===== config.mk =====
export PLATFORM = sky130hd
export DESIGN_NAME = axil_reg_slave_flat
export DESIGN_NICKNAME = d
export VERILOG_FILES = /design/src/rtl/axil_pkg.sv /design/src/rtl/axil_reg_slave_if.sv /design/src/rtl/axil_hold_reg.sv /design/src/rtl/axil_reg_slave.sv /design/src/flat_wrapper.sv
export SDC_FILE = /design/constraint.sdc
export NUM_CORES = 1
export LEC_CHECK = 0
export CAP_MARGIN = 30
export CELL_PAD_IN_SITES_DETAIL_PLACEMENT = 1
export CELL_PAD_IN_SITES_GLOBAL_PLACEMENT = 2
export CORE_AREA = 2 2 293 295
export CTS_BUF_LIST = sky130_fd_sc_hd__clkbuf_8 sky130_fd_sc_hd__clkbuf_16
export DETAILED_ROUTE_END_ITERATION = 10
export DIE_AREA = 0 0 295 297
export GPL_ROUTABILITY_DRIVEN = 0
export PLACE_DENSITY_LB_ADDON = 0.2
export SLEW_MARGIN = 10
export SYNTH_ARGS = -nofsm -noshare
export SYNTH_HDL_FRONTEND = slang
export SYNTH_HIERARCHICAL = 1
export SYNTH_SLANG_ARGS = --single-unit

===== constraint.sdc =====
create_clock -name aclk -period 6.5 [get_ports aclk]
set_input_delay 0.975 -clock aclk [delete_from_list [all_inputs] [get_ports aclk]]
set_output_delay 0.975 -clock aclk [all_outputs]
set_load 0.02 [all_outputs]

===== src/rtl/axil_pkg.sv =====
// Shared AXI4-Lite types and response codes for the register-slave slice.
package axil_pkg;

    typedef logic [1:0] axil_resp_t;
    typedef logic [2:0] axil_prot_t;

    localparam axil_resp_t RESP_OKAY   = 2'b00;
    localparam axil_resp_t RESP_SLVERR = 2'b10;
    localparam axil_resp_t RESP_DECERR = 2'b11;

endpackage


===== src/rtl/axil_reg_slave_if.sv =====
// AXI4-Lite bus bundle; master drives requests, slave drives responses.
interface axil_reg_slave_if
    import axil_pkg::*;
#(
    parameter int ADDR_WIDTH = 32,
    parameter int DATA_WIDTH = 32,
    parameter int STRB_WIDTH = DATA_WIDTH / 8
);

    logic [ADDR_WIDTH-1:0] awaddr;
    axil_prot_t            awprot;
    logic                  awvalid;
    logic                  awready;

    logic [DATA_WIDTH-1:0] wdata;
    logic [STRB_WIDTH-1:0] wstrb;
    logic                  wvalid;
    logic                  wready;

    axil_resp_t            bresp;
    logic                  bvalid;
    logic                  bready;

    logic [ADDR_WIDTH-1:0] araddr;
    axil_prot_t            arprot;
    logic                  arvalid;
    logic                  arready;

    logic [DATA_WIDTH-1:0] rdata;
    axil_resp_t            rresp;
    logic                  rvalid;
    logic                  rready;

    modport master (
        output awaddr, awprot, awvalid, input awready,
        output wdata, wstrb, wvalid, input wready,
        input  bresp, bvalid, output bready,
        output araddr, arprot, arvalid, input arready,
        input  rdata, rresp, rvalid, output rready
    );

    modport slave (
        input  awaddr, awprot, awvalid, output awready,
        input  wdata, wstrb, wvalid, output wready,
        output bresp, bvalid, input bready,
        input  araddr, arprot, arvalid, output arready,
        output rdata, rresp, rvalid, input rready
    );

endinterface


===== src/rtl/axil_hold_reg.sv =====
// One-entry valid/ready holding buffer; a pop and a push in the same cycle
// replace the entry so the channel can stream at one beat per cycle.
module axil_hold_reg #(
    parameter int WIDTH = 32
) (
    input  logic             aclk,
    input  logic             aresetn,
    input  logic             en_i,
    input  logic [WIDTH-1:0] data_i,
    input  logic             valid_i,
    output logic             ready_o,
    input  logic             pop_i,
    output logic             full_o,
    output logic [WIDTH-1:0] data_o
);

    logic             full_q;
    logic             full_d;
    logic             push;
    logic [WIDTH-1:0] data_q;

    assign ready_o = en_i && (!full_q || pop_i);
    assign push    = valid_i && ready_o;

    always_comb begin
        full_d = full_q;
        if (pop_i) begin
            full_d = 1'b0;
        end
        if (push) begin
            full_d = 1'b1;
        end
    end

    always_ff @(posedge aclk) begin
        if (!aresetn) begin
            full_q <= 1'b0;
        end else begin
            full_q <= full_d;
        end
    end

    // Payload needs no reset: it is only consumed while full_q is set.
    always_ff @(posedge aclk) begin
        if (push) begin
            data_q <= data_i;
        end
    end

    assign full_o = full_q;
    assign data_o = data_q;

endmodule


===== src/rtl/axil_reg_slave.sv =====
// AXI4-Lite register file endpoint: NUM_REGS 32-bit registers, byte strobes,
// independent AW/W acceptance and DECERR for addresses outside the window.
module axil_reg_slave
    import axil_pkg::*;
#(
    parameter int                    ADDR_WIDTH = 32,
    parameter int                    DATA_WIDTH = 32,
    parameter int                    STRB_WIDTH = DATA_WIDTH / 8,
    parameter int                    NUM_REGS   = 16,
    parameter logic [ADDR_WIDTH-1:0] BASE_ADDR  = '0
) (
    input  logic                           aclk,
    input  logic                           aresetn,
    axil_reg_slave_if.slave                s_axil,
    output logic [NUM_REGS*DATA_WIDTH-1:0] reg_q,
    output logic [NUM_REGS-1:0]            reg_wr_pulse
);

    localparam int IDX_W = $clog2(NUM_REGS);

    logic                                 ready_en_q;
    logic [NUM_REGS-1:0][DATA_WIDTH-1:0]  regs_q;
    logic [NUM_REGS-1:0]                  pulse_q;

    logic                  aw_full;
    logic [ADDR_WIDTH-1:0] aw_addr;
    logic                  w_full;
    logic [DATA_WIDTH-1:0] w_data;
    logic [STRB_WIDTH-1:0] w_strb;
    logic                  commit;
    logic                  hold_en;

    logic [ADDR_WIDTH-1:0] aw_off;
    logic [ADDR_WIDTH-1:0] ar_off;
    logic                  aw_hit;
    logic                  ar_hit;
    logic [IDX_W-1:0]      aw_idx;
    logic [IDX_W-1:0]      ar_idx;

    logic                  bvalid_q, bvalid_d;
    axil_resp_t            bresp_q, bresp_d;
    logic                  rvalid_q, rvalid_d;
    axil_resp_t            rresp_q, rresp_d;
    logic [DATA_WIDTH-1:0] rdata_q, rdata_d;
    logic                  ar_hs;

    // Keeps readies low until the first edge seen out of reset.
    always_ff @(posedge aclk) begin
        if (!aresetn) begin
            ready_en_q <= 1'b0;
        end else begin
            ready_en_q <= 1'b1;
        end
    end

    assign hold_en = aresetn && ready_en_q;
    assign commit  = aw_full && w_full && (!bvalid_q || s_axil.bready);

    axil_hold_reg #(
        .WIDTH (ADDR_WIDTH)
    ) u_aw_hold (
        .aclk    (aclk),
        .aresetn (aresetn),
        .en_i    (hold_en),
        .data_i  (s_axil.awaddr),
        .valid_i (s_axil.awvalid),
        .ready_o (s_axil.awready),
        .pop_i   (commit),
        .full_o  (aw_full),
        .data_o  (aw_addr)
    );

    axil_hold_reg #(
        .WIDTH (STRB_WIDTH + DATA_WIDTH)
    ) u_w_hold (
        .aclk    (aclk),
        .aresetn (aresetn),
        .en_i    (hold_en),
        .data_i  ({s_axil.wstrb, s_axil.wdata}),
        .valid_i (s_axil.wvalid),
        .ready_o (s_axil.wready),
        .pop_i   (commit),
        .full_o  (w_full),
        .data_o  ({w_strb, w_data})
    );

    // Window decode: byte offset from BASE_ADDR, word index above bit 1.
    assign aw_off = aw_addr - BASE_ADDR;
    assign ar_off = s_axil.araddr - BASE_ADDR;
    assign aw_hit = (aw_addr >= BASE_ADDR) && (aw_off[ADDR_WIDTH-1:2+IDX_W] == '0);
    assign ar_hit = (s_axil.araddr >= BASE_ADDR) && (ar_off[ADDR_WIDTH-1:2+IDX_W] == '0);
    assign aw_idx = aw_off[2 +: IDX_W];
    assign ar_idx = ar_off[2 +: IDX_W];

    always_ff @(posedge aclk) begin
        if (!aresetn) begin
            regs_q  <= '0;
            pulse_q <= '0;
        end else begin
            pulse_q <= '0;
            if (commit && aw_hit) begin
                pulse_q[aw_idx] <= 1'b1;
                for (int b = 0; b < STRB_WIDTH; b++) begin
                    if (w_strb[b]) begin
                        regs_q[aw_idx][8*b +: 8] <= w_data[8*b +: 8];
                    end
                end
            end
        end
    end

    always_comb begin
        bvalid_d = bvalid_q;
        bresp_d  = bresp_q;
        if (bvalid_q && s_axil.bready) begin
            bvalid_d = 1'b0;
        end
        if (commit) begin
            bvalid_d = 1'b1;
            bresp_d  = aw_hit ? RESP_OKAY : RESP_DECERR;
        end
    end

    always_ff @(posedge aclk) begin
        if (!aresetn) begin
            bvalid_q <= 1'b0;
            bresp_q  <= RESP_OKAY;
        end else begin
            bvalid_q <= bvalid_d;
            bresp_q  <= bresp_d;
        end
    end

    // Read path never looks at the write buffers; same-edge writes are
    // invisible to the read because regs_q is sampled before update.
    assign s_axil.arready = hold_en && (!rvalid_q || s_axil.rready);
    assign ar_hs          = s_axil.arvalid && s_axil.arready;

    always_comb begin
        rvalid_d = rvalid_q;
        rresp_d  = rresp_q;
        rdata_d  = rdata_q;
        if (rvalid_q && s_axil.rready) begin
            rvalid_d = 1'b0;
        end
        if (ar_hs) begin
            rvalid_d = 1'b1;
            if (ar_hit) begin
                rresp_d = RESP_OKAY;
                rdata_d = regs_q[ar_idx];
            end else begin
                rresp_d = RESP_DECERR;
                rdata_d = '0;
            end
        end
    end

    always_ff @(posedge aclk) begin
        if (!aresetn) begin
            rvalid_q <= 1'b0;
            rresp_q  <= RESP_OKAY;
            rdata_q  <= '0;
        end else begin
            rvalid_q <= rvalid_d;
            rresp_q  <= rresp_d;
            rdata_q  <= rdata_d;
        end
    end

    assign s_axil.bvalid = bvalid_q;
    assign s_axil.bresp  = bresp_q;
    assign s_axil.rvalid = rvalid_q;
    assign s_axil.rresp  = rresp_q;
    assign s_axil.rdata  = rdata_q;
    assign reg_q         = regs_q;
    assign reg_wr_pulse  = pulse_q;

    logic unused_bits;
    assign unused_bits = ^{s_axil.awprot, s_axil.arprot, aw_off[1:0], ar_off[1:0]};

endmodule


===== src/flat_wrapper.sv =====
// flat-port wrapper written by rule: the top's interface ports become plain ports
module axil_reg_slave_flat import axil_pkg::*;
#(
    parameter int                    ADDR_WIDTH = 32,
    parameter int                    DATA_WIDTH = 32,
    parameter int                    STRB_WIDTH = DATA_WIDTH / 8,
    parameter int                    NUM_REGS   = 16,
    parameter logic [ADDR_WIDTH-1:0] BASE_ADDR  = '0
)
  (aclk, aresetn, reg_q, reg_wr_pulse, s_axil_awaddr, s_axil_awprot, s_axil_awvalid, s_axil_awready, s_axil_wdata, s_axil_wstrb, s_axil_wvalid, s_axil_wready, s_axil_bresp, s_axil_bvalid, s_axil_bready, s_axil_araddr, s_axil_arprot, s_axil_arvalid, s_axil_arready, s_axil_rdata, s_axil_rresp, s_axil_rvalid, s_axil_rready);
  axil_reg_slave_if #(.ADDR_WIDTH(ADDR_WIDTH), .DATA_WIDTH(DATA_WIDTH), .STRB_WIDTH(STRB_WIDTH)) s_axil_i ();
  input  logic aclk;
  input  logic aresetn;
  output logic [NUM_REGS*DATA_WIDTH-1:0] reg_q;
  output logic [NUM_REGS-1:0] reg_wr_pulse;
  input wire logic [$bits(s_axil_i.awaddr)-1:0] s_axil_awaddr;
  input wire logic [$bits(s_axil_i.awprot)-1:0] s_axil_awprot;
  input wire logic [$bits(s_axil_i.awvalid)-1:0] s_axil_awvalid;
  output wire logic [$bits(s_axil_i.awready)-1:0] s_axil_awready;
  input wire logic [$bits(s_axil_i.wdata)-1:0] s_axil_wdata;
  input wire logic [$bits(s_axil_i.wstrb)-1:0] s_axil_wstrb;
  input wire logic [$bits(s_axil_i.wvalid)-1:0] s_axil_wvalid;
  output wire logic [$bits(s_axil_i.wready)-1:0] s_axil_wready;
  output wire logic [$bits(s_axil_i.bresp)-1:0] s_axil_bresp;
  output wire logic [$bits(s_axil_i.bvalid)-1:0] s_axil_bvalid;
  input wire logic [$bits(s_axil_i.bready)-1:0] s_axil_bready;
  input wire logic [$bits(s_axil_i.araddr)-1:0] s_axil_araddr;
  input wire logic [$bits(s_axil_i.arprot)-1:0] s_axil_arprot;
  input wire logic [$bits(s_axil_i.arvalid)-1:0] s_axil_arvalid;
  output wire logic [$bits(s_axil_i.arready)-1:0] s_axil_arready;
  output wire logic [$bits(s_axil_i.rdata)-1:0] s_axil_rdata;
  output wire logic [$bits(s_axil_i.rresp)-1:0] s_axil_rresp;
  output wire logic [$bits(s_axil_i.rvalid)-1:0] s_axil_rvalid;
  input wire logic [$bits(s_axil_i.rready)-1:0] s_axil_rready;
  assign s_axil_i.awaddr = s_axil_awaddr;
  assign s_axil_i.awprot = s_axil_awprot;
  assign s_axil_i.awvalid = s_axil_awvalid;
  assign s_axil_awready = s_axil_i.awready;
  assign s_axil_i.wdata = s_axil_wdata;
  assign s_axil_i.wstrb = s_axil_wstrb;
  assign s_axil_i.wvalid = s_axil_wvalid;
  assign s_axil_wready = s_axil_i.wready;
  assign s_axil_bresp = s_axil_i.bresp;
  assign s_axil_bvalid = s_axil_i.bvalid;
  assign s_axil_i.bready = s_axil_bready;
  assign s_axil_i.araddr = s_axil_araddr;
  assign s_axil_i.arprot = s_axil_arprot;
  assign s_axil_i.arvalid = s_axil_arvalid;
  assign s_axil_arready = s_axil_i.arready;
  assign s_axil_rdata = s_axil_i.rdata;
  assign s_axil_rresp = s_axil_i.rresp;
  assign s_axil_rvalid = s_axil_i.rvalid;
  assign s_axil_i.rready = s_axil_rready;
  axil_reg_slave #(.ADDR_WIDTH(ADDR_WIDTH), .DATA_WIDTH(DATA_WIDTH), .STRB_WIDTH(STRB_WIDTH), .NUM_REGS(NUM_REGS), .BASE_ADDR(BASE_ADDR)) u_core (.aclk(aclk), .aresetn(aresetn), .s_axil(s_axil_i), .reg_q(reg_q), .reg_wr_pulse(reg_wr_pulse));
endmodule

Word-level counts from Yosys, hierarchy flattened
Index checks and enable logic that the tools add are counted.
- bits in registers: 637
- output and inout port bits: 569
- logic and storage cells: 99
- $lt $le $gt $ge: 5
- muxes and demuxes: 37
- reductions and logical operators: 30
- operator list (kind ; number):
    512-bit two-way mux ; 10
    512-bit bitwise mux ; 4
    32-bit demux with 4-bit select ; 4
    32-bit binary-select mux with 4-bit select ; 1
    32-bit two-way mux ; 3
    32-bit by 1-bit >= comparator with 1-bit output (second input constant) ; 2
    26-bit logical NOT ; 2
    24-bit two-way mux ; 1
    16-bit two-way mux ; 1
    1-bit logical AND ; 15
    4-bit by 5-bit less-than comparator with 1-bit output (second input constant) ; 2
    1-bit two-way mux ; 9
    8-bit two-way mux ; 1
    2-bit nonzero test ; 4
    1-bit demux with 4-bit select ; 1
    4-bit by 1-bit >= comparator with 1-bit output (second input constant) ; 1
    1-bit logical NOT ; 4
    1-bit logical OR ; 4
    2-bit two-way mux ; 2
    2-bit AND reduction ; 1

Depth between registers and ports, before layout
Gate-level depths: netlist of the first run.
- depth in word-level cells: 18
- depth in mapped cells: 9

Cells and area by module
Netlist of the first run, hierarchy kept.
- by module, submodules not included (module ; instances ; cells an instance ; area each (um2) ; sequential area each (um2)):
    axil_reg_slave ; 1 ; 2560 ; 25473.2 ; 11310.8
    axil_hold_reg (u_core.u_w_hold) ; 1 ; 42 ; 1154.9 ; 1101.1
    axil_hold_reg (u_core.u_aw_hold) ; 1 ; 38 ; 1034.7 ; 980.9

Worst setup path after synthesis of the first run
No wires, ideal clock.
- path type: input -> output
- start point: input port aresetn
- end point: output port s_axil_arready
- arrival: 1998 ps
- setup slack: 3527 ps
- cell stages on the path: 4
- path buffers: 2
- path through: clkbuf_1 clkbuf_1 and2_1 and2_1
- word-level cells in the longest chain between the ends: 2
- ends and longest elaborated chain (element ; line ; text):
    from (decl) ; flat_wrapper.sv:13 ; input logic aresetn;
    1-bit logical AND ; axil_reg_slave.sv:56 ; assign hold_en = aresetn && ready_en_q;
    via u_core.hold_en ; axil_reg_slave.sv:31 ; logic hold_en;
    1-bit logical AND ; axil_reg_slave.sv:136 ; assign s_axil.arready = hold_en && (!rvalid_q || s_axil.rready);
    to (decl) ; flat_wrapper.sv:30 ; output wire logic [$bits(s_axil_i.arready)-1:0] s_axil_arready;
The timed path passes the listed nets, and every way through them passes these cells.

Final worst setup path of the first run
- start point: input port s_axil_rready
- end point: output port s_axil_arready
- word-level cells in the longest chain between the ends: 2
- ends and longest elaborated chain (element ; line ; text):
    from (decl) ; flat_wrapper.sv:34 ; input wire logic [$bits(s_axil_i.rready)-1:0] s_axil_rready;
    1-bit logical OR ; axil_reg_slave.sv:136 ;
    1-bit logical AND ; axil_reg_slave.sv:136 ;
Every way passes these cells.

==> flow_summary.toml, run 1 <==
[grt]
antenna_found_initial = 3
grt_max_degree = 185
grt_pass1_vias = 25120
grt_overflow_total = 0
grt_usage_pct = 28.40
grt_pass1_wl_um = 182400

[sta]
max_freq_ghz = 0.2506
hold_viol_final = 0
final-setup-viol-count = 0
min_period_ns = 3.990
finalSetupTns_ns = 0
maxSlewViolCount = 0
timing.final.crit_share_pct = 61.39
slew_headroom_pct = 32.93
rsz0062_at_grt = "no"
worst_slew_pin_slew_ns = 1.003
hold_slack_ns = 0.4737
skew_ns = 0.02464

[finish]
fin_nets = 3313
nFillCells = 9151
mostFrequentLayoutCell = "clkdlybuf4s50_1"
final_area_um2 = 37690
layout_common_cells = "clkdlybuf4s50_1, mux2i_1, nand2_1"
area_delta_synth_final_pct = 36.56
final_layout_size_suffix_gt1_share_pct = 9.454

[cts]
cts_setup_buffers = 0
cts_tree = "built"
clkSlewWorstSetupHoldPaths_ns = 0.06
cts_sinks = 633
root_buffer = "clkbuf_16"
insertion_delay_ns = 0.61
ctsHoldBuffers = 0
cts-resized-gates = 0
cts_buffer_depth = 3
cts_max_level = 3
cts_buffers = 73

[drt]
wl_per_cell_um = 29.10
wl_met3_um = 7640
antenna_left = 0
viasPerCell = 5.411
drc_errors = 0
vias = 23830
wl_met2_um = 63630
wl_met1_um = 51750
firstDrtPassIters = 8
highest-signal-layer = "met5"
drtIter0Drc = 1445
routed_wl_um = 128200

[worst_setup_path]
arrival_ns = 3.02
path_class = "in -> out"
cp-end-kind = "primary output"
startpoint_type = "input port"
required_ns = 5.52
critPathMaxFanout = 19
reg2regPathDepth = 5

[power]
power.total_uw = 8442
powerDensity_nw_per_um2 = 224.0
p_leak_uw = 0.01655
vdd_drop_max_mv = 0.2096

[floorplanning]
io_pins = 682
die_h_um = 297
start_util_pct = 32.67
die_x_um = 295
die_area_um2 = 87620
core_um2 = 84480
row_count = 107

[status]
status = "completed"

[worst_hold_path]
hold_path.class = "reg -> reg"
hold_path_depth = 2

[yosys]
syn_area_um2 = 27600
syn-instance-count = 2638
syn_nets = 2751
yosysWarnings = 6
avgSynthCellArea_um2 = 10.46

[flow_run]
maxCapViolCount = 0

[place]
postPlaceCellArea_um2 = 35300
hpwl_um = 90740
place.port_buffers = 671
## sequential cells by signal, summed over array words and instances, names as in the netlist
name                     cells
u_core/s_axil.rdata         32
u_core/ready_en_q            1
u_core/u_w_hold/data_o      36
u_core/s_axil.rresp          1
u_core/u_w_hold/full_o       1
u_core/reg_wr_pulse         16
u_core/s_axil.bvalid         1
u_core/s_axil.bresp          1
u_core/u_aw_hold/data_o     30
u_core/s_axil.rvalid         1
u_core/u_aw_hold/full_o      1
u_core/reg_q               512
## critical path: stages
cell and delay (ns):
clkdlybuf4s50_1 0.48, nand2b_2 0.67, and2_1 0.23, clkdlybuf4s50_1 0.65
## routing by layer
metal | vias up | track usage, %
li1 | 10690 | -
met1 | 12110 | 33.93
met2 | 800 | 49.69
met3 | 224 | 5.850
met4 | 2 | 10.79
met5 | - | 0
## through the flow
step | utilization [%] | worst slack, ns | instances
final | 44.62 | 2.510 | 4404
after global routing | 44.62 | 2.494 | 4404
after floorplan | - | 3.527 | 2638
after detailed placement | 41.79 | 2.427 | 4267
after CTS | 44.57 | 2.505 | 4400
after global placement | 41.65 | 2.488 | 4261
## cell type report
cell class / instances / area, um2 / share of cell area (%)
clock inverter: 43 / 266.5 / 0.7070
sequential: 633 / 13330 / 35.37
antenna: 2 / 5.005 / 0.01328
inverter: 4 / 15.01 / 0.03983
tap: 1144 / 1431 / 3.797
clock buffer: 90 / 2083 / 5.527
timing repair buffer: 711 / 7136 / 18.93
multi-input combinational: 1777 / 13430 / 35.62
## worst paths after layout
| path | from | to | slack (ns) |
|---|---|---|---|
| setup / recovery | s_axil_rready | s_axil_arready | 2.51 |
| hold / removal | u_core/reg_q[32] | u_core/reg_q[32] | 0.47 |
| setup reg to reg | u_core/u_aw_hold/data_o[21] | u_core/reg_q[122] | 2.89 |
| hold reg to reg | u_core/reg_q[32] | u_core/reg_q[32] | 0.47 |
## power by group
group          total (uW)  internal [uW]  switching [uW]
combinational         431            131             300
sequential           3970           3960            8.31
clock                4040           2320            1730
total                8440           6410            2040
Power figures use the tool's default switching activity.
==> run 2: changes to the inputs <==
--- a/config.mk
+++ b/config.mk
@@ -8,10 +8,10 @@
 export CAP_MARGIN = 30
 export CELL_PAD_IN_SITES_DETAIL_PLACEMENT = 1
 export CELL_PAD_IN_SITES_GLOBAL_PLACEMENT = 2
-export CORE_AREA = 2 2 293 295
+export CORE_AREA = 2 2 302 304
 export CTS_BUF_LIST = sky130_fd_sc_hd__clkbuf_8 sky130_fd_sc_hd__clkbuf_16
 export DETAILED_ROUTE_END_ITERATION = 10
-export DIE_AREA = 0 0 295 297
+export DIE_AREA = 0 0 304 306
 export GPL_ROUTABILITY_DRIVEN = 0
 export PLACE_DENSITY_LB_ADDON = 0.2
 export SLEW_MARGIN = 10
==> constraint.sdc (replaced) <==
create_clock -name aclk -period 4.1 [get_ports aclk]
set_input_delay 0.615 -clock aclk [delete_from_list [all_inputs] [get_ports aclk]]
set_output_delay 0.615 -clock aclk [all_outputs]
set_load 0.02 [all_outputs]
==> run 2 against run 1 <==
- cell count is 1.5% higher
- non-clock buffer count is 30 higher
- via count is 0.31% higher
- routed wire length is 2.5% higher
- combinational power is 61% higher
- largest cell class unchanged
- largest power group unchanged
- highest routed layer is now met4
==> flow_summary.toml, run 2 (same netlist as run 1, synthesis figures left out) <==
[cts]
insertion_delay_ns = 0.63
cts_sinks = 633
ctsHoldBuffers = 0
cts-resized-gates = 0
cts_buffers = 75
cts_buffer_depth = 3
cts_max_level = 3
cts_setup_buffers = 0
cts_tree = "built"
root_buffer = "clkbuf_16"
clkSlewWorstSetupHoldPaths_ns = 0.06

[power]
vdd_drop_max_mv = 0.2588
powerDensity_nw_per_um2 = 358.3
p_leak_uw = 0.01675

[sta]
hold_viol_final = 0
final-setup-viol-count = 0
hold_slack_ns = 0.3964
slew_headroom_pct = 29.21
min_period_ns = 3.154
max_freq_ghz = 0.3170
maxSlewViolCount = 0
finalSetupTns_ns = 0
timing.final.crit_share_pct = 76.94
worst_slew_pin_slew_ns = 1.058
rsz0062_at_grt = "no"
skew_ns = 0.03603

[floorplanning]
die_x_um = 304
row_count = 110
start_util_pct = 30.81
core_um2 = 89600
die_area_um2 = 93020
die_h_um = 306
io_pins = 682

[worst_hold_path]
hold_path.class = "in -> reg"
min_from = "aresetn"
hold_path_depth = 3
hold_path_end = "u_core/reg_q[29]"

[finish]
instances_no_fill = 4472
mostFrequentLayoutCell = "clkdlybuf4s50_1"
multi_input_area_um2 = 13430
final_area_um2 = 38070
nFillCells = 9706
largest_reg_flops = 512
area_delta_synth_final_pct = 37.93
final_layout_size_suffix_gt1_share_pct = 10.27
layout_common_cells = "clkdlybuf4s50_1, mux2i_1, nand2_1"
fin_nets = 3345
regArea_um2 = 13330

[worst_setup_path]
path_cells = "or4_1 > nor4_4 > buf_4 > nand4_4 > mux2i_1"
required_ns = 4.64
cp-end-kind = "flop"
reg2reg_slack_ns = 0.95
r2r_end = "u_core/reg_q[114]"
cp_slowest_cell = "nor4_4"
path_class = "reg -> reg"
startpoint_type = "flop"
arrival_ns = 3.69
cpPeakStageDelay_ns = 0.77
reg2regPathDepth = 5
critPathMaxFanout = 10
r2r_start = "u_core/u_aw_hold/data_o[14]"

[grt]
grt_usage_pct = 27.21
grt_pass1_wl_um = 184800
antenna_found_initial = 4
grt_pass1_vias = 25300
grt_overflow_total = 0
grt_max_degree = 130

[drt]
routed_wl_um = 131300
viasPerCell = 5.345
antenna_left = 0
vias = 23900
firstDrtPassIters = 5
wl_per_cell_um = 29.37
drtIter0Drc = 1427
drc_errors = 0

[place]
place.port_buffers = 671
dpl.cell_count = 4331
hpwl_um = 92750
postPlaceCellArea_um2 = 35580

[flow_run]
maxCapViolCount = 0

[status]
status = "completed"
-- run 2: changes by cell type in the layout (fill, tap and decap cells not counted), moves of 2 or more --
cell | before | now
buf_6 | 3 | 1
clkinv_2 | 13 | 11
inv_1 | 19 | 23
clkinv_16 | 0 | 4
buf_12 | 6 | 8
clkinvlp_4 | 3 | 1
buf_4 | 32 | 64
diode_2 | 2 | 4
buf_16 | 2 | 0
-- run 2: worst max-delay path by stage --
stage,from,end,slack (ns),cells after the start
after floorplan,aresetn,u_core/u_w_hold/data_o[0],1.64,5
after global placement,s_axil_araddr[26],u_core/s_axil.rdata[4],0.90,6
after detailed placement,s_axil_araddr[26],u_core/s_axil.rdata[1],0.95,6
after CTS,u_core/u_aw_hold/data_o[14],u_core/reg_q[183],0.93,5
after global routing,u_core/u_aw_hold/data_o[14],u_core/reg_q[104],0.84,5
final,u_core/u_aw_hold/data_o[14],u_core/reg_q[114],0.95,5
-- run 2: final cells by class --
| type | count | share of cell area, % |
|---|---|---|
| multi-input cells | 1777 | 35.26 |
| flip-flops and latches | 633 | 35.02 |
| repair buffers | 741 | 19.28 |
| clock buffers | 90 | 5.502 |
| well taps | 1176 | 3.865 |
| clock inverters | 47 | 1.009 |
| inverters | 4 | 0.03944 |
| diodes | 4 | 0.02629 |
-- run 2: per-stage QoR --
stage | setup WS (ns) | power, uW | util, %
CTS | 0.9283 | 13800 | 42.48
detailed placement | 0.9496 | 7120 | 39.71
finish | 0.9456 | 13640 | 42.49
global route | 0.8420 | 14090 | 42.49
global placement | 0.8970 | 7109 | 39.71
floorplan | 1.639 | 6773 | -
-- run 2: layer usage --
metal / GRT usage [%] / wire length, um / vias up
met5: 0 / 0 / -
met4: 11.76 / 5923 / 0
met3: 5.682 / 7899 / 225
met2: 46.30 / 63070 / 882
met1: 33.20 / 54430 / 12050
li1: - / - / 10750
-- run 2: critical path: cells and delay by family (launching register included) --
| family | cells | cell delay (ns) |
|---|---|---|
| muxes | 1 | 0.31 |
| DFF | 1 | 0.38 |
| and+or+nand+nor | 3 | 1.93 |
| buffers and inverters | 1 | 0.41 |
-- run 2: report_power, final --
part | internal, uW | leakage [uW] | switching, uW
clock network | 3790 | 0.00130 | 2860
logic | 215 | 0.0103 | 479
registers | 6280 | 0.00517 | 13.6
total | 10300 | 0.0167 | 3350
==> run 3: changes to the inputs <==
--- a/config.mk
+++ b/config.mk
@@ -8,10 +8,10 @@
 export CAP_MARGIN = 30
 export CELL_PAD_IN_SITES_DETAIL_PLACEMENT = 1
 export CELL_PAD_IN_SITES_GLOBAL_PLACEMENT = 2
-export CORE_AREA = 2 2 302 304
+export CORE_AREA = 2 2 318 320
 export CTS_BUF_LIST = sky130_fd_sc_hd__clkbuf_8 sky130_fd_sc_hd__clkbuf_16
 export DETAILED_ROUTE_END_ITERATION = 10
-export DIE_AREA = 0 0 304 306
+export DIE_AREA = 0 0 320 322
 export GPL_ROUTABILITY_DRIVEN = 0
 export PLACE_DENSITY_LB_ADDON = 0.2
 export SLEW_MARGIN = 10
==> constraint.sdc (replaced) <==
create_clock -name aclk -period 2.9 [get_ports aclk]
set_input_delay 0.435 -clock aclk [delete_from_list [all_inputs] [get_ports aclk]]
set_output_delay 0.435 -clock aclk [all_outputs]
set_load 0.02 [all_outputs]
==> run 3 against run 2 <==
- critical path depth is the same
- highest routed layer is now met5
- global-route usage fell by 1.6 points
- non-clock buffer count up 53
- design area rose by 2.0%
- largest power group unchanged
- via count rose by 1.1%
- worst hold slack got worse by 0.19 ns
- sequential share of layout area down 0.70 points
==> flow_summary.toml, run 3 (same netlist as run 1, synthesis figures left out) <==
[status]
status = "completed"

[power]
clockPowerShare_pct = 49.4
power.share.switching_pct = 24.02
power.total_uw = 19620
p_leak_uw = 0.01705
powerDensity_nw_per_um2 = 505.2
p_comb_share_pct = 5.3
pwr-share-seq_pct = 45.3
power.switching_uw = 4712
vdd_drop_max_mv = 0.4369
p_int_uw = 14910

[finish]
mostFrequentLayoutCell = "clkdlybuf4s50_1"
antenna_cells = 0
regArea_um2 = 13330
fin_nets = 3400
final_layout_size_suffix_gt1_share_pct = 11.87
area_delta_synth_final_pct = 40.72
multi_input_area_um2 = 13430
fin_util_pct = 39.01
layout_common_cells = "clkdlybuf4s50_1, mux2i_1, nand2_1"
nFillCells = 10850
largest_reg_flops = 512

[cts]
clkSlewWorstSetupHoldPaths_ns = 0.06
cts_tree = "built"
ctsHoldBuffers = 0
root_buffer = "clkbuf_16"
cts-resized-gates = 0
cts_buffer_depth = 3
insertion_delay_ns = 0.65
cts_max_level = 3
cts_buffers = 77
cts_sinks = 633
cts_setup_buffers = 0

[sta]
maxSlewViolCount = 0
timing.final.crit_share_pct = 95.02
hold_viol_final = 0
rsz0062_at_grt = "no"
worst_slew_pin_slew_ns = 0.9818
setup_slack_ns = 0.1445
final-setup-viol-count = 0
finalSetupTns_ns = 0
max_freq_ghz = 0.3629
skew_ns = 0.02551
hold_slack_ns = 0.2103
slew_headroom_pct = 34.39
min_period_ns = 2.755

[worst_setup_path]
cpPeakStageDelay_ns = 0.61
critPathMaxFanout = 3
reg2reg_slack_ns = 0.26
cp-end-kind = "primary output"
path_cells = "and2_1 > and2_1 > nand2b_4 > and2_4 > clkdlybuf4s50_1"
required_ns = 2.47
path_class = "reg -> out"
cp_common_cell = "and2_1"
arrival_ns = 2.32
startpoint_type = "flop"
cp_slowest_cell = "clkdlybuf4s50_1"

[drt]
drtIter0Drc = 1531
routed_wl_um = 136000
wl_per_cell_um = 29.31
viasPerCell = 5.204
antenna_left = 0
firstDrtPassIters = 7
drc_errors = 0
vias = 24160

[floorplanning]
die_area_um2 = 103000
core_um2 = 99570
die_x_um = 320
row_count = 116
die_h_um = 322
io_pins = 682
start_util_pct = 27.72

[flow_run]
maxCapViolCount = 0

[worst_hold_path]
hold_path.class = "in -> reg"

[place]
place.port_buffers = 671
dpl_worst_slack_ns = 0.09889
hpwl_um = 96720

[grt]
antenna_found_initial = 2
grt_pass1_wl_um = 191100
grt_usage_pct = 25.58
grt_max_degree = 99
grt_overflow_total = 0
grt_pass1_vias = 25640
-- run 3: area by class of cell --
type | count | area share [%]
Clock buffer | 85 | 5.273
Clock inverter | 51 | 1.156
Inverter | 4 | 0.03865
Multi-Input combinational cell | 1777 | 34.56
Sequential cell | 633 | 34.32
Tap cell | 1298 | 4.181
Timing Repair Buffer | 794 | 20.46
-- run 3: per-layer routing --
layer / up-vias / global-route usage, % / part of all wire (%)
met2: 878 / 43.47 / 48
met5: - / 0 / 0.019
met1: 12200 / 31.68 / 42
met3: 218 / 5.640 / 6.1
met4: 4 / 9.306 / 3.7
li1: 10860 / - / -
-- run 3: critical path, delay by kind of cell (launching register included) --
family | cells | cell delay [ns]
buffers and inverters | 1 | 0.61
AND/OR/NAND/NOR | 4 | 0.67
flip-flops | 1 | 0.40
-- run 3: power by group through the flow --
stage | registers, uW | clock network, uW | logic (uW)
after floorplan | 9080 | 0 | 496
after global placement | 9080 | 0 | 1020
after detailed placement | 9090 | 0 | 1030
after CTS | 8890 | 9920 | 1040
after global routing | 8890 | 10300 | 1090
final | 8890 | 9690 | 1040
-- run 3: worst paths after layout --
check	from	to	cells after the start
max	u_core/u_w_hold/full_o	s_axil_awready	5
min	aresetn	u_core/reg_q[313]	3
max reg2reg	u_core/u_aw_hold/data_o[14]	u_core/reg_q[149]	5
min reg2reg	u_core/reg_q[126]	u_core/reg_q[126]	2
-- run 3: stage by stage --
step           cell area (um2)  cells
3_3_place_gp             36350   4506
2_1_floorplan            27600   2638
6_report                 38840   4642
5_1_grt                  38840   4642
4_1_cts                  38840   4642
3_5_place_dp             36350   4506
